--- config.mk ---
export PLATFORM = sky130hd
export DESIGN_NAME = serial_adder
export DESIGN_NICKNAME = d
export VERILOG_FILES = /design/src/rtl/serial_arith_pkg.sv /design/src/rtl/fa_cell.sv /design/src/rtl/serial_adder.sv
export SDC_FILE = /design/constraint.sdc
export NUM_CORES = 1
export LEC_CHECK = 0
export ABC_AREA = 1
export CORE_ASPECT_RATIO = 0.6
export CORE_MARGIN = 2
export CORE_UTILIZATION = 25
export DETAILED_ROUTE_END_ITERATION = 16
export GPL_TIMING_DRIVEN = 0
export HOLD_SLACK_MARGIN = 0.02
export PLACE_DENSITY_LB_ADDON = 0.1
export SYNTH_ARGS = -nofsm -noshare
export SYNTH_HDL_FRONTEND = slang
export SYNTH_HIERARCHICAL = 1
export SYNTH_SLANG_ARGS = --single-unit
--- constraint.sdc ---
create_clock -name clk -period 1.6 [get_ports clk]
set_input_delay 0.4 -clock clk [delete_from_list [all_inputs] [get_ports clk]]
set_output_delay 0.4 -clock clk [all_outputs]
set_load 0.03 [all_outputs]
--- src/rtl/serial_arith_pkg.sv ---
// Shared definitions for the bit-serial arithmetic cells.
// State encodings and the default operand width.
package serial_arith_pkg;

    localparam int DEF_WIDTH = 8;

    typedef enum logic [1:0] {
        S_IDLE = 2'd0,
        S_RUN  = 2'd1,
        S_DONE = 2'd2
    } state_t;

endpackage

--- src/rtl/fa_cell.sv ---
// One-bit full adder, add-direction sibling of the subtractor cell.
// Purely combinational.
module fa_cell (
    input  logic a,
    input  logic b,
    input  logic ci,
    output logic s,
    output logic co
);

    assign s  = a ^ b ^ ci;
    assign co = (a & b) | (ci & (a ^ b));

endmodule

--- src/rtl/serial_adder.sv ---
// Bit-serial a+b+cin adder, LSB first, valid/ready on both sides.
// Define SERIAL_ADDER_OVF_EN to add the signed-overflow output ovf.
module serial_adder
    import serial_arith_pkg::*;
#(
    parameter int WIDTH = DEF_WIDTH
) (
    input  logic             clk,
    input  logic             rst_n,
    input  logic             in_valid,
    output logic             in_ready,
    input  logic [WIDTH-1:0] a,
    input  logic [WIDTH-1:0] b,
    input  logic             cin,
    output logic             out_valid,
    input  logic             out_ready,
    output logic [WIDTH-1:0] sum,
    output logic             cout
`ifdef SERIAL_ADDER_OVF_EN
    ,
    output logic             ovf
`endif
);

    localparam int CW = $clog2(WIDTH);

    state_t           state;
    logic [CW-1:0]    cnt;
    logic [WIDTH-1:0] a_sh;
    logic [WIDTH-1:0] b_sh;
    logic [WIDTH-1:0] sum_sh;
    logic             carry;
    logic             s;
    logic             c;

    fa_cell u_fa (
        .a  (a_sh[0]),
        .b  (b_sh[0]),
        .ci (carry),
        .s  (s),
        .co (c)
    );

    // sum_sh holds partial bits during RUN; only expose it with out_valid
    assign sum = out_valid ? sum_sh : '0;

    always_ff @(posedge clk or negedge rst_n) begin
        if (!rst_n) begin
            state     <= S_IDLE;
            in_ready  <= 1'b1;
            out_valid <= 1'b0;
            cnt       <= '0;
            a_sh      <= '0;
            b_sh      <= '0;
            sum_sh    <= '0;
            carry     <= 1'b0;
            cout      <= 1'b0;
`ifdef SERIAL_ADDER_OVF_EN
            ovf       <= 1'b0;
`endif
        end else begin
            unique case (state)
                S_IDLE: begin
                    if (in_valid && in_ready) begin
                        a_sh     <= a;
                        b_sh     <= b;
                        carry    <= cin;
                        cnt      <= '0;
                        in_ready <= 1'b0;
                        state    <= S_RUN;
                    end
                end
                S_RUN: begin
                    a_sh   <= a_sh >> 1;
                    b_sh   <= b_sh >> 1;
                    sum_sh <= {s, sum_sh[WIDTH-1:1]};
                    carry  <= c;
                    cnt    <= cnt + CW'(1);
                    if (cnt == CW'(WIDTH - 1)) begin
                        cout      <= c;
`ifdef SERIAL_ADDER_OVF_EN
                        // carry into the MSB differs from carry out
                        ovf       <= carry ^ c;
`endif
                        out_valid <= 1'b1;
                        state     <= S_DONE;
                    end
                end
                S_DONE: begin
                    if (out_ready) begin
                        out_valid <= 1'b0;
                        in_ready  <= 1'b1;
                        state     <= S_IDLE;
                    end
                end
                default: begin
                    out_valid <= 1'b0;
                    in_ready  <= 1'b1;
                    state     <= S_IDLE;
                end
            endcase
        end
    end

endmodule

=== Yosys cells after proc, flatten, opt, wreduce, memory -nomap -nowiden ===
Cells that the tools add are included.

* Memory bits (writable): 0
* Logic and storage cells: 50
* Latch bits: 0
* Input port bits: 21
* Bits in read-only memories: 0
* Output and inout port bits: 11
* Memories: 0
* Register bits: 33

* $add $sub $neg: 1
* Multiply operators: 0
* Equal/unequal tests: 6
* Shift-type cells: 0
* Reduce and logical (&&, ||, !) cells: 8
* $lt $le $gt $ge: 0
* Bitwise logic cells: 7
* Divide/modulo/power cells: 0
* Muxes and demuxes: 19

{| class="wikitable"
|+ Operators by type and width
! kind !! count
|-
| $pmux 8 s2 || 2
|-
| $mux 8 || 3
|-
| $reduce_and 3->1 || 3
|-
| $mux 2 || 3
|-
| $ne 2x2->1 const B || 3
|-
| $pmux 1 s3 || 2
|-
| $pmux 2 s3 || 1
|-
| $pmux 3 s2 || 1
|-
| $mux 1 || 5
|-
| $reduce_and 2->1 || 2
|-
| $add 3x1->3 const B || 1
|-
| $eq 3x3->1 const B || 1
|-
| $mux 3 || 1
|-
| $and 1x1->1 || 2
|-
| $eq 2x1->1 const B || 1
|-
| $eq 2x2->1 const B || 1
|-
| $logic_not 2->1 || 1
|-
| $not 1->1 || 2
|-
| $pmux 1 s2 || 1
|-
| $reduce_bool 2->1 || 1
|-
| $xor 1x1->1 || 2
|-
| $logic_and 1x1->1 || 1
|-
| $or 1x1->1 || 1
|}

=== Logic depth before layout (Yosys ltp) ===
* Depth after elaboration: 4
* Mapped depth: 8
* Mapped depth without buffers: 7

=== By module ===
The synthesis kept the hierarchy.

{| class="wikitable"
|+ By module, submodules not included
! module !! cells an instance !! instances !! area each (µm²) !! seq. area each (µm²)
|-
| serial_adder || 208 || 1 || 1585.3 || 827.0
|-
| fa_cell || 1 || 1 || 20.0 || 0.0
|}

=== Least setup slack after synthesis ===
No wires, ideal clock.

* Kind: reg2out
* From: register out_valid
* To: output port sum[0]
* Path slack: 0.166 ns
* Path buffers: 1
* Arrival: 1.034 ns
* Stages on the path, launching flop included: 4
* Data required time: 1.200 ns
* Cell sequence: dfrtp_1 > clkbuf_1 > nand2_1 > inv_1

* Cells in the longest elaborated chain, start to end: 1

{| class="wikitable"
|+ Ends and longest elaborated chain
! item !! line !! source
|-
| start: declaration || serial_adder.sv:15 || <nowiki>output logic out_valid,</nowiki>
|-
| start signal: assignment || serial_adder.sv:51 || <nowiki>out_valid <= 1'b0;</nowiki>
|-
| start signal: assignment || serial_adder.sv:85 || <nowiki>out_valid <= 1'b1;</nowiki>
|-
| start signal: assignment || serial_adder.sv:91 || <nowiki>out_valid <= 1'b0;</nowiki>
|-
| $mux 8 || serial_adder.sv:45 || <nowiki>assign sum = out_valid ? sum_sh : '0;</nowiki>
|-
| end: declaration || serial_adder.sv:17 || <nowiki>output logic [WIDTH-1:0] sum,</nowiki>
|}

Every way passes these cells.

=== Worst setup path after layout ===
* From: register in_ready
* To: output port in_ready

{| class="wikitable"
|+ RTL lines
! item !! line !! source
|-
| start: declaration || serial_adder.sv:11 || <nowiki>output logic in_ready,</nowiki>
|-
| start signal: assignment || serial_adder.sv:50 || <nowiki>in_ready <= 1'b1;</nowiki>
|-
| start signal: assignment || serial_adder.sv:69 || <nowiki>in_ready <= 1'b0;</nowiki>
|-
| start signal: assignment || serial_adder.sv:92 || <nowiki>in_ready <= 1'b1;</nowiki>
|}

No word-level cell between the ends.

==> flow_summary_export.csv <==
group,metric,value,unit
worst_setup_path,cp-start-kind,"flip-flop",
power,power.share.sequential,36.6,%
clocking,clockBufferDepth,2,
grt,grt_usage,11.8,%
placed_design,port_buffers,31,
grt,first_global_vias,1222,
final_layout,diodes,0,
sta,setup_tns,0,ns
grt,antenna_found_initial,0,
sta,slew_headroom,47.9,%
yosys,ys_seq_elements,33,
route,first_pass_iters,4,
power,switching_share,42.3,%
floorplan,fp.coreArea,6170,µm²
floorplan,ios,32,
route,drtAntennaViolNets,0,
placed_design,gp_congestion,0.690,
sta,max_freq,649,MHz
run,drv_cap,0,
power,clockPowerShare,18.1,%
route,drt_iter0_markers,81,
route,vias_per_cell,3.96,
power,power_leakage,1.16,nW
yosys,synth_cell_types,22,
clocking,clk_latency,0.28,ns
power,p_comb_share,45.3,%
worst_setup_path,cp_slowest_cell,"dfstp_2",
route,routedWlPerCell,11.2,µm
clocking,clock-sinks,33,
sta,hold_viol_final,0,
worst_hold_path,hp-class,"input port to asynchronous set/reset pin",
clocking,cts_root_buf,"clkbuf_8",
floorplan,die_w,107,µm
yosys,synth_top_area_share,49.9,%
sta,worst_pin_slew,0.782,ns
yosys,synth_warnings,6,
worst_setup_path,r2r_slack,0.27,ns
yosys,yosysMostFrequentCell,"nand2_1",
worst_setup_path,max_stage_delay,0.56,ns
power,internal_power,2.24,mW
worst_setup_path,r2r_end,"b_sh[5]$_DFFE_PN0P_",
sta,finClkSkew,0.00334,ns
final_layout,final_nets,271,
yosys,synth_area_per_cell,7.68,µm²
final_layout,drive_gt1_share,13.7,%
grt,grt_max_degree,34,
power,p_per_area,1870,nW/µm²
worst_setup_path,worstSetupPathType,"flip-flop to primary output",
clocking,clkTransAtPathRegs,0.07,ns
status,status,"complete, no violations",
clocking,cts_buffers,5,
sta,fin_crit,1.54,ns
yosys,syn-cell-area,1610,µm²
sta,setup_violations,0,
yosys,synthCells,209,
route,vias,1315,
worst_setup_path,crit_buf_inv,1,
placed_design,dp_hpwl,2570,µm
floorplan,num_rows,22,
final_layout,layoutNonFillerInstCount,332,
worst_setup_path,crit_chain,"clkdlybuf4s15_2",
yosys,synth_common_cells,"121 x nand2_1, 32 x dfrtp_1, 18 x inv_1, 10 x o21ai_0",
yosys,synth_edf_count,0,
yosys,synth_area_leaders,"dfrtp_1 50%, nand2_1 28%, inv_1 4.2%, o21ai_0 3.1%, buf_6 2.1%",
clocking,htreeDepth,2,
floorplan,dieArea,7100,µm²
final_layout,area_delta_synth_final,29.5,%
worst_setup_path,end_kind,"primary output",
worst_setup_path,ff2ff_path_depth,6,
sta,rsz0062_at_grt,"no",
yosys,async_flop_share,100,%
route,drc,0,
placed_design,dpl.cell_count,324,
yosys,ys_seq_area_share,51.5,%
floorplan,start_util,26.0,%
grt,grt_overflow_total,0,
floorplan,fp.dieH,66.1,µm
power,p_sw,1.65,mW
yosys,syn_nets,233,
worst_setup_path,r2r-start,"in_ready$_DFFE_PN1P_",
yosys,synth-main-ff-cell,"dfrtp_1",
route,finalWirelength,3710,µm
sta,slew_viol_final,0,
worst_setup_path,crit_fanout,4,
worst_setup_path,cp.arrival,1.14,ns
yosys,yosysTopAreaCell,"dfrtp_1",
grt,grt_pass1_wl,6330,µm
worst_setup_path,crit_family,"flip-flops",
worst_setup_path,cp.required,1.20,ns
clocking,cts_tree,"yes",
power,peakVddDrop,0.000677,V
sta,fin_crit_sh,96.4,%
worst max-delay path by stage:
stage          cells past startpoint                   from  slack [ns]             endpoint
2_1_floorplan                      3  out_valid$_DFFE_PN0P_        0.17               sum[0]
6_report                           1   in_ready$_DFFE_PN1P_        0.06             in_ready
5_1_grt                            4  out_valid$_DFFE_PN0P_       0.005               sum[5]
3_5_place_dp                       4  out_valid$_DFFE_PN0P_       -0.30               sum[6]
4_1_cts                            4  out_valid$_DFFE_PN0P_       -0.04               sum[6]
3_3_place_gp                       1                  rst_n       -0.68  b_sh[7]$_DFFE_PN0P_
worst reg2reg max path: cells and delay by family, from the launching register on:
| kind | cells | cell delay (ns) |
|---|---|---|
| and+or+nand+nor | 4 | 0.42 |
| DFF | 1 | 0.56 |
| buffers and inverters | 2 | 0.23 |
placed cells by master (no fill, tap or decap), drive strengths merged:
cell type        n
a21oi            1
buf             16
clkbuf           8
clkdlybuf4s15    1
clkdlybuf4s50   19
clkinv           1
dfrtp           32
dfstp            1
dlygate4sd2      2
fa               1
ha               2
inv             21
nand2          123
nand3            4
nand3b           1
nor2             3
o21ai           11
o22ai            1
per-layer routing:
| layer | global-route usage, % | wire length (µm) |
|---|---|---|
| met1 | 19.2 | 2130 |
| met2 | 14.1 | 1330 |
| met3 | 3.94 | 230 |
| met4 | 2.40 | 12 |
| met5 | 0 | 0 |
layout make-up:
class                      count  area [µm²]
clock buffer                   7        96.3
fill                         698        4090
multi-input combinational    147         634
timing repair buffer          31         264
tap                           84         105
buffer                         8        66.3
inverter                      21        81.3
sequential                    33         827
clock inverter                 1        5.00
kinds of logic after synthesis:
kind of cell | count (synthesis) | share of synthesized area, %
buffers and inverters | 29 | 8.96
flip-flops | 33 | 51.5
adder cells (fa/ha/maj) | 3 | 2.81
AND/OR/NAND/NOR | 131 | 32.6
AO/OA/AOI/OAI | 13 | 4.13
power by group through the flow:
stage	sequential [mW]	combinational, mW	clock, mW
floorplan	1.46	1.23	0
global placement	1.44	1.83	0
detailed placement	1.44	1.85	0
CTS	1.43	1.80	0.724
global route	1.48	2.06	0.769
finish	1.42	1.76	0.701
stage by stage:
stage | setup WS (ns) | utilization, % | hold slack [ns] | cell area, µm² | power [mW]
final | 0.0581 | 33.7 | 0.191 | 2080 | 3.89
after CTS | -0.0429 | 33.8 | 0.226 | 2090 | 3.96
after floorplan | 0.166 | - | 0.104 | 1610 | 2.69
after detailed placement | -0.297 | 32.7 | 0.466 | 2020 | 3.29
after global placement | -0.677 | 32.8 | 0.461 | 2020 | 3.27
after global routing | 0.00541 | 33.7 | 0.250 | 2080 | 4.32
sequential cells by signal, indices dropped and copies added, names as in the netlist:
name,flops
a_sh,8
b_sh,8
sum_sh,8
cnt,3
state,2
carry,1
cout,1
in_ready,1
out_valid,1
repair_timing:
action,CTS,global route
endpoints found under the hold margin,0,0
setup endpoints to repair,11,1
gates resized for setup,45,2
buffers inserted,0,0
hold buffers,0,0
(Power assumes the default switching activity.)
